`src/rtl/buzzer_seq_if.sv`:
```
// ---------------------------------------------------------------------------
// buzzer_seq_if
//    Groups the request/config inputs and the status outputs of the beep
//    sequencer into one bundle.
//    master : the requesting side (timebase/display logic or a testbench)
//    slave  : the sequencer itself
// Signals
//    trig        per-channel 1-cycle start pulse, index 0 = highest priority
//    stop        abort the sequence currently playing
//    half_period channel i tone half-period at [i*PW +: PW], 0 = silent burst
//    beep_cnt    channel i burst count at [i*CW +: CW], 0 = repeat forever
//    BUZZER      square-wave drive to the piezo
//    busy        high while a sequence is playing
//    active_ch   channel being played, meaningful while busy
//    done        1-cycle pulse when a sequence completes on its own
// ---------------------------------------------------------------------------
interface buzzer_seq_if #(
   parameter int N_CH = 2,
   parameter int PW   = 18,
   parameter int CW   = 4
);
   localparam int AW = (N_CH > 1) ? $clog2(N_CH) : 1;

   logic [N_CH-1:0]    trig;
   logic               stop;
   logic [N_CH*PW-1:0] half_period;
   logic [N_CH*CW-1:0] beep_cnt;
   logic               BUZZER;
   logic               busy;
   logic [AW-1:0]      active_ch;
   logic               done;

   modport master (
      output trig,
      output stop,
      output half_period,
      output beep_cnt,
      input  BUZZER,
      input  busy,
      input  active_ch,
      input  done
   );

   modport slave (
      input  trig,
      input  stop,
      input  half_period,
      input  beep_cnt,
      output BUZZER,
      output busy,
      output active_ch,
      output done
   );
endinterface

```
`src/rtl/buzzer_seq.sv`:
```
// ---------------------------------------------------------------------------
// buzzer_seq
//    Multi-channel beep sequencer owning the single piezo pin. Each request
//    channel starts a cadence of tone bursts: an ON slot playing a square wave
//    of the channel's half-period, followed by a silent OFF slot, repeated for
//    the channel's burst count (or forever when the count is 0). Lower channel
//    index wins and may pre-empt a running lower-priority sequence.
// Ports
//    CLK   system clock
//    nRST  asynchronous reset, active-low
//    bus   buzzer_seq_if slave modport (requests, config, BUZZER and status)
// All outputs come straight from registers.
// ---------------------------------------------------------------------------
module buzzer_seq #(
   parameter int N_CH     = 2,
   parameter int PW       = 18,
   parameter int CW       = 4,
   parameter int SLOT_CYC = 12000000,
   parameter int SW       = 24
) (
   input  logic          CLK,
   input  logic          nRST,
   buzzer_seq_if.slave   bus
);

   localparam int AW = (N_CH > 1) ? $clog2(N_CH) : 1;
   localparam logic [SW-1:0] SLOT_LAST = SW'(SLOT_CYC - 1);

   typedef enum logic [1:0] {
      IDLE = 2'd0,
      ON   = 2'd1,
      OFF  = 2'd2
   } state_t;

   state_t        state_q, state_d;
   logic [PW-1:0] hp_q, hp_d;
   logic [PW-1:0] tone_q, tone_d;
   logic [CW-1:0] rem_q, rem_d;
   logic          inf_q, inf_d;
   logic [SW-1:0] slot_q, slot_d;
   logic          buzz_q, buzz_d;
   logic          busy_q, busy_d;
   logic          done_q, done_d;
   logic [AW-1:0] ach_q, ach_d;

   logic          trigAny;
   logic [AW-1:0] winner;
   logic [PW-1:0] hpSel;
   logic [CW-1:0] cntSel;
   logic          accept;
   logic          slotLast;

   // Pick the lowest-index trig bit as the winner. Scanning from the top down
   // lets the last assignment (lowest index) take effect. A new request is
   // accepted when idle, or when it is the same or a higher-priority channel
   // than the one playing, which covers both restart and pre-emption.
   always_comb begin
      trigAny = |bus.trig;
      winner  = '0;
      for (int i = N_CH - 1; i >= 0; i--) begin
         if (bus.trig[i]) begin
            winner = AW'(i);
         end
      end
      hpSel    = bus.half_period[winner*PW +: PW];
      cntSel   = bus.beep_cnt[winner*CW +: CW];
      accept   = trigAny && ((state_q == IDLE) || (winner <= ach_q));
      slotLast = (slot_q == SLOT_LAST);
   end

   // State register and all datapath registers. Config is only captured on an
   // accepted request, so later changes on the config inputs are ignored.
   always_ff @(posedge CLK or negedge nRST) begin
      if (!nRST) begin
         state_q <= IDLE;
         hp_q    <= '0;
         tone_q  <= '0;
         rem_q   <= '0;
         inf_q   <= 1'b0;
         slot_q  <= '0;
         buzz_q  <= 1'b0;
         busy_q  <= 1'b0;
         done_q  <= 1'b0;
         ach_q   <= '0;
      end else begin
         state_q <= state_d;
         hp_q    <= hp_d;
         tone_q  <= tone_d;
         rem_q   <= rem_d;
         inf_q   <= inf_d;
         slot_q  <= slot_d;
         buzz_q  <= buzz_d;
         busy_q  <= busy_d;
         done_q  <= done_d;
         ach_q   <= ach_d;
      end
   end

   // Next-state logic. stop has absolute priority over any trig in the same
   // cycle. An accepted request always restarts tone and slot timing from zero
   // with BUZZER low, so a restart can never stretch a high phase. The last
   // cycle of an ON slot forces BUZZER low even if the tone would toggle then.
   // The infinite flag remembers a zero burst count, since rem_q alone cannot
   // tell "exhausted" from "repeat forever".
   always_comb begin
      state_d = state_q;
      hp_d    = hp_q;
      tone_d  = tone_q;
      rem_d   = rem_q;
      inf_d   = inf_q;
      slot_d  = slot_q;
      buzz_d  = buzz_q;
      done_d  = 1'b0;
      ach_d   = ach_q;

      if (bus.stop) begin
         state_d = IDLE;
         buzz_d  = 1'b0;
         tone_d  = '0;
         slot_d  = '0;
      end else if (accept) begin
         hp_d    = hpSel;
         rem_d   = cntSel;
         inf_d   = (cntSel == '0);
         ach_d   = winner;
         state_d = ON;
         tone_d  = '0;
         slot_d  = '0;
         buzz_d  = 1'b0;
      end else begin
         case (state_q)
            ON: begin
               if (slotLast) begin
                  state_d = OFF;
                  slot_d  = '0;
                  tone_d  = '0;
                  buzz_d  = 1'b0;
                  if (rem_q != '0) begin
                     rem_d = rem_q - 1'b1;
                  end
               end else begin
                  slot_d = slot_q + 1'b1;
                  if (hp_q == '0) begin
                     buzz_d = 1'b0;
                     tone_d = '0;
                  end else if (tone_q == (hp_q - 1'b1)) begin
                     buzz_d = ~buzz_q;
                     tone_d = '0;
                  end else begin
                     tone_d = tone_q + 1'b1;
                  end
               end
            end
            OFF: begin
               buzz_d = 1'b0;
               if (slotLast) begin
                  slot_d = '0;
                  tone_d = '0;
                  if (!inf_q && (rem_q == '0)) begin
                     state_d = IDLE;
                     done_d  = 1'b1;
                  end else begin
                     state_d = ON;
                  end
               end else begin
                  slot_d = slot_q + 1'b1;
               end
            end
            default: begin
               buzz_d = 1'b0;
            end
         endcase
      end

      busy_d = (state_d != IDLE);
   end

   // Outputs are driven directly from registers.
   always_comb begin
      bus.BUZZER    = buzz_q;
      bus.busy      = busy_q;
      bus.active_ch = ach_q;
      bus.done      = done_q;
   end

endmodule
```
`src/flat_wrapper.sv`:
```
// flat-port wrapper written by rule: the top's interface ports become plain ports
module buzzer_seq_flat 
#(
   parameter int N_CH     = 2,
   parameter int PW       = 18,
   parameter int CW       = 4,
   parameter int SLOT_CYC = 12000000,
   parameter int SW       = 24
)
  (CLK, nRST, bus_trig, bus_stop, bus_half_period, bus_beep_cnt, bus_BUZZER, bus_busy, bus_active_ch, bus_done);
  buzzer_seq_if #(.N_CH(N_CH), .PW(PW), .CW(CW)) bus_i ();
  input  logic CLK;
  input  logic nRST;
  input wire logic [$bits(bus_i.trig)-1:0] bus_trig;
  input wire logic [$bits(bus_i.stop)-1:0] bus_stop;
  input wire logic [$bits(bus_i.half_period)-1:0] bus_half_period;
  input wire logic [$bits(bus_i.beep_cnt)-1:0] bus_beep_cnt;
  output wire logic [$bits(bus_i.BUZZER)-1:0] bus_BUZZER;
  output wire logic [$bits(bus_i.busy)-1:0] bus_busy;
  output wire logic [$bits(bus_i.active_ch)-1:0] bus_active_ch;
  output wire logic [$bits(bus_i.done)-1:0] bus_done;
  assign bus_i.trig = bus_trig;
  assign bus_i.stop = bus_stop;
  assign bus_i.half_period = bus_half_period;
  assign bus_i.beep_cnt = bus_beep_cnt;
  assign bus_BUZZER = bus_i.BUZZER;
  assign bus_busy = bus_i.busy;
  assign bus_active_ch = bus_i.active_ch;
  assign bus_done = bus_i.done;
  buzzer_seq #(.N_CH(N_CH), .PW(PW), .CW(CW), .SLOT_CYC(SLOT_CYC), .SW(SW)) u_core (.CLK(CLK), .nRST(nRST), .bus(bus_i));
endmodule
```
`config.mk`:
```
export PLATFORM = sky130hd
export DESIGN_NAME = buzzer_seq_flat
export DESIGN_NICKNAME = d
export VERILOG_FILES = /design/src/rtl/buzzer_seq_if.sv /design/src/rtl/buzzer_seq.sv /design/src/flat_wrapper.sv
export SDC_FILE = /design/constraint.sdc
export NUM_CORES = 1
export LEC_CHECK = 0
export ABC_AREA = 1
export CAP_MARGIN = 20
export CORE_AREA = 2 2 117 119
export CTS_BUF_LIST = sky130_fd_sc_hd__clkbuf_4 sky130_fd_sc_hd__clkbuf_8 sky130_fd_sc_hd__clkbuf_16
export DETAILED_ROUTE_END_ITERATION = 12
export DIE_AREA = 0 0 119 121
export HOLD_SLACK_MARGIN = 0.03
export MAX_ROUTING_LAYER = met4
export PLACE_DENSITY = 0.56
export SYNTH_ARGS = -nofsm -noshare
export SYNTH_HDL_FRONTEND = slang
export SYNTH_SLANG_ARGS = --single-unit
```
`constraint.sdc`:
```
create_clock -name CLK -period 2.3 [get_ports CLK]
set_input_delay 0.46 -clock CLK [delete_from_list [all_inputs] [get_ports CLK]]
set_output_delay 0.46 -clock CLK [all_outputs]
set_load 0.01 [all_outputs]
```
**After elaboration in Yosys (flattened, before gate mapping)**

Index checks and enable logic that the tools add are counted.

- Register bits: 71
- Logic and storage cells: 80
- Input port bits: 49

- Reductions and logical operators: 20
- Multipliers: 1
- Multiplexer cells: 34
- Shift-type cells: 2
- Equal/unequal tests: 6
- $add $sub $neg: 4
- Magnitude comparators: 1
- Bitwise logic cells: 2

Operators by type and width:

| cell | count |
|---|---|
| $mux 18 | 6 |
| $mux 24 | 4 |
| $pmux 18 s2 | 1 |
| $shiftx 36x7->18 | 1 |
| $add 24x1->24 const B | 1 |
| $eq 24x24->1 const B | 1 |
| $add 18x1->18 const B | 1 |
| $eq 18x18->1 | 1 |
| $logic_not 18->1 | 1 |
| $sub 18x1->18 const B | 1 |
| $mux 4 | 4 |
| $mux 1 | 14 |
| $logic_not 4->1 | 2 |
| $mux 2 | 4 |
| $reduce_bool 2->1 | 4 |
| $reduce_bool 4->1 | 2 |
| $shiftx 8x4->4 | 1 |
| $ne 6x2->1 const B | 1 |
| $mul 1x4->5 const B | 1 |
| $ne 4x2->1 const B | 1 |
| $pmux 2 s2 | 1 |
| $reduce_and 2->1 | 2 |
| $reduce_and 4->1 | 1 |
| $reduce_or 2->1 | 2 |
| other kinds (10) | 12 |

**Logic depth before layout (Yosys ltp)**

- Depth in word-level cells: 8
- Gate-level depth with buffers: 15
- Depth with buffers taken out: 15

**Least setup slack after synthesis**

OpenSTA, ideal clock, no wires.

- Path type: reg2reg
- Start: register u_core.hp_q[0]
- End: register u_core.tone_q[11]
- Period minus slack after synthesis: 1.941 ns
- Arrival: 1.822 ns
- Setup time: 0.119 ns
- Slack: 0.359 ns
- Data required time: 2.181 ns
- Stages on the path, launching flop included: 12
- Path through: dfrtp_1 inv_1 ha_1 nand2_4 nor2_8 xor2_2 nand2_2 nor3b_4 nand3_4 buf_6 nand4_1 nand2_1

- Cells in the longest elaborated chain, start to end: 8

Ends and longest elaborated chain:

| element | line | text |
|---|---|---|
| from (decl) | buzzer_seq.sv:36 | `logic [PW-1:0] hp_q, hp_d;` |
| from (signal assigned) | buzzer_seq.sv:87 | `hp_q <= hp_d;` |
| $sub 18x1->18 | buzzer_seq.sv:146 | `end else if (tone_q == (hp_q - 1'b1)) begin` |
| $eq 18x18->1 | buzzer_seq.sv:146 |  |
| $mux 18 | buzzer_seq.sv:146 |  |
| $mux 18 * | buzzer_seq.sv:143 | `if (hp_q == '0) begin` |
| $mux 18 * | buzzer_seq.sv:133 | `if (slotLast) begin` |
| $pmux 18 s2 * | buzzer_seq.sv:131 | `case (state_q)` |
| $mux 18 * | buzzer_seq.sv:121 | `end else if (accept) begin` |
| $mux 18 * | buzzer_seq.sv:116 | `if (bus.stop) begin` |
| to (signal assigned) | buzzer_seq.sv:88 | `tone_q <= tone_d;` |
| to (decl) | buzzer_seq.sv:37 | `logic [PW-1:0] tone_q, tone_d;` |

Mark *: on every way between the ends. The rest lies on a longest branch, timed or not.
A chain may end at the register's enable or synchronous reset.

**Worst setup path after layout**

- Start: register u_core.hp_q[0]
- End: register u_core.tone_q[3]

Same word-level chain as after synthesis.

==> flow_summary.json <==
{
  "drtIter0Drc": 222,
  "ios": 53,
  "synth-seq-cells": 71,
  "cts.clk_slew.worst_paths_ns": 0.06,
  "synthMostInstantiatedCell": "nand2_1",
  "grt_pass1_wl_um": 22700,
  "async_reset_ff_share_pct": 100,
  "insertion_delay_ns": 0.35,
  "die_area_sq_um": 14400,
  "crit_path_end_kind": "flip-flop",
  "cp_top_family": "simple AND/OR/NAND/NOR gates",
  "cts_tree": "done",
  "synthFlopType": "dfrtp_1",
  "synth.top_cells.by_count": "nand2_1, inv_1, nor2_1",
  "clock_power_share_pct": 42.7,
  "p_int_mw": 2.66,
  "required_ns": 2.53,
  "syn_nets": 773,
  "grt_usage_pct": 20.0,
  "hold_path.class": "input pin to asynchronous set/reset pin",
  "sw_frac_of_total_pct": 28.4,
  "post-synth-top-area-fraction_pct": 35.2,
  "hold_viol_final": 0,
  "yosys.cell_types.count": 50,
  "ir_worst_vdd_uv": 490,
  "dpl_cell_area_sq_um": 5820,
  "final_net_count": 836,
  "root_buffer": "clkbuf_16",
  "drt-total-wl_um": 13000,
  "start_util_pct": 38.6,
  "syn_to_final_growth_pct": 23.4,
  "pwr-share-seq_pct": 38.2,
  "wl_per_cell_um": 13.5,
  "timing.max_cap.violations": 0,
  "synth_edf_count": 0,
  "overflow": 0,
  "fp.coreArea_sq_um": 13100,
  "ys_warn_count": 0,
  "n_fill_cell": 1298,
  "maxSlewHeadroom_pct": 67.8,
  "gp_congestion": 0.966,
  "antennaDiodeCount": 0,
  "p_comb_share_pct": 19.0,
  "final_antenna_net_count": 0,
  "outcome": "completed",
  "dieWidth_um": 119,
  "crit_buf_inv": 2,
  "reg2reg_from": "u_core.hp_q[0]$_DFFE_PN0P_",
  "worstSetupPathType": "flip-flop to flip-flop",
  "hpwlAfterDp_um": 9670,
  "cp_slowest_cell": "dfrtp_1",
  "avgSynthCellArea_sq_um": 7.05,
  "synth_largest_area_cell": "dfrtp_1",
  "hold_ws_ns": 0.142,
  "syn_inst": 716,
  "via_count": 4748,
  "synth_area_leaders": "dfrtp_1, nand2_1, inv_1, nand3_1, nor2_1",
  "syn-cell-area_sq_um": 5040,
  "cts_made_buffers": 9,
  "power_leakage_nw": 2.92,
  "drive_gt1_share_pct": 11.4,
  "setup_viol": 0,
  "critPathMaxFanout": 9,
  "finClkSkew_ns": 0.00695,
  "p_sw_mw": 1.05,
  "cp-startpoint": "u_core.hp_q[0]$_DFFE_PN0P_",
  "worst_pin_slew_ns": 0.479,
  "clkSinkCount": 71,
  "max_freq_mhz": 469,
  "viasPerCell": 4.95,
  "grt_pass1_vias": 4861,
  "power.density_nw_per_um2": 596,
  "io_buffer_count": 52,
  "cp_slowest_stage_delay_ns": 0.41,
  "die_h_um": 121,
  "crit_chain": "inv_1 > ha_4 > nand2_4 > nor2_8 > nand3_2 > nor2_2 > o21ai_1 > nor3b_4 > buf_4 > nand3_4 > nand4_1 > nand2_1",
  "num_rows": 42,
  "clockBufferDepth": 2,
  "post-route-min-period_ns": 2.13,
  "start_kind": "flip-flop",
  "firstDrtPassIters": 4,
  "worstPathArrival_ns": 2.36,
  "synth_seq_area_share_pct": 35.2,
  "timing.final.max_slew_violations": 0,
  "antenna_found_initial": 0,
  "post-route-period-util_pct": 92.7,
  "route.detailed.drc": 0,
  "h-tree-depth": 3,
  "fin_area_sq_um": 6230,
  "grt_max_degree": 72
}
==> registers in the layout (all words and copies together) (netlist names) <==
signal	count
u_core.state_q	2
u_core.bus.done	1
u_core.inf_q	1
u_core.bus.active_ch	1
u_core.bus.busy	1
u_core.tone_q	18
u_core.hp_q	18
u_core.slot_q	24
u_core.bus.BUZZER	1
u_core.rem_q	4
==> per-layer routing <==
metal  global-route usage (%)  up-vias  share of wire, %
li1                         -     2456                 -
met1                     23.4     2211                45
met2                     35.1       62                50
met3                     2.82       19               2.8
met4                     7.44        0               1.7
met5                        -        -                 0
==> power groups by stage <==
stage	Clock (mW)	Combinational [mW]	Sequential, mW
3_5_place_dp	0	0.691	1.44
6_report	1.59	0.706	1.42
3_3_place_gp	0	0.678	1.44
2_1_floorplan	0	0.456	1.42
5_1_grt	1.67	0.812	1.44
4_1_cts	1.61	0.696	1.42
==> per-stage QoR <==
step	cells	power, mW	setup TNS [ns]	util (%)	setup WS [ns]
6_report	960	3.71	0	47.6	0.168
5_1_grt	960	3.92	-0.0229	47.6	-0.0219
4_1_cts	957	3.73	0	47.0	0.0930
3_5_place_dp	941	2.13	0	44.5	0.0695
3_3_place_gp	941	2.12	0	44.5	0.0686
2_1_floorplan	716	1.87	0	-	0.359
==> cells in the final DEF (no fill, tap or decap), types with 3 or more instances in the layout <==
cell type and n:
nand2_1 177, inv_1 91, nor2_1 78, dfrtp_1 71, nand3_1 65, clkdlybuf4s50_1 51
nand4_1 27, xor2_1 26, a21oi_1 19, a31oi_1 19, o21ai_0 15, buf_4 15
nor3_1 10, nor2_2 10, clkbuf_16 9, inv_2 8, o21ai_1 7, nand2_2 7
nor2_4 7, ha_1 6, nor4_1 5, xnor2_1 4, o21a_1 3, nand3_2 3
o211ai_1 3, or2_2 3
==> final cells by class <==
class | count | area, sq um | share of cell area [%]
clock inverters | 3 | 65.1 | 1.04
flip-flops and latches | 71 | 1780 | 28.5
well taps | 176 | 220 | 3.54
repair buffers | 68 | 648 | 10.4
inverters | 100 | 378 | 6.07
multi-input cells | 529 | 2870 | 46.1
clock buffers | 13 | 268 | 4.30
==> kinds of logic after synthesis <==
kind of cell,after synthesis,share of synthesized area (%)
simple gates,406,37.9
buf+inv,118,9.20
xor+xnor,31,5.53
flops,71,35.2
compound gates,78,9.30
mux,4,0.843
fa+ha+maj,8,1.98
==> what timing repair did <==
action / CTS / global route
resized for setup: 0 / 11
hold buffers: 0 / 0
setup endpoints to repair: 0 / 20
hold endpoints to repair: 0 / 0
setup buffers: 0 / 1
==> worst paths after layout <==
check / endpoint / slack (ns) / depth (start not counted)
worst max-delay path: u_core.tone_q[3]$_DFFE_PN0P_ / 0.17 / 12
max in group asynchronous: u_core.bus.BUZZER$_DFFE_PN0P_ / 1.82 / 2
min in group CLK: u_core.slot_q[18]$_DFFE_PN0P_ / 0.48 / 1
worst max register to register: u_core.tone_q[3]$_DFFE_PN0P_ / 0.17 / 12
worst min-delay path: u_core.hp_q[1]$_DFFE_PN0P_ / 0.14 / 2
worst min register to register: u_core.slot_q[18]$_DFFE_PN0P_ / 0.48 / 1
==> worst register-to-register path, stage by stage, from the launching register on <==
cell	delay (ns)
dfrtp_1	0.41
inv_1	0.14
ha_4	0.17
nand2_4	0.10
nor2_8	0.14
nand3_2	0.09
nor2_2	0.16
o21ai_1	0.12
nor3b_4	0.20
buf_4	0.18
nand3_4	0.14
nand4_1	0.11
nand2_1	0.06
Power figures use the tool's default switching activity.
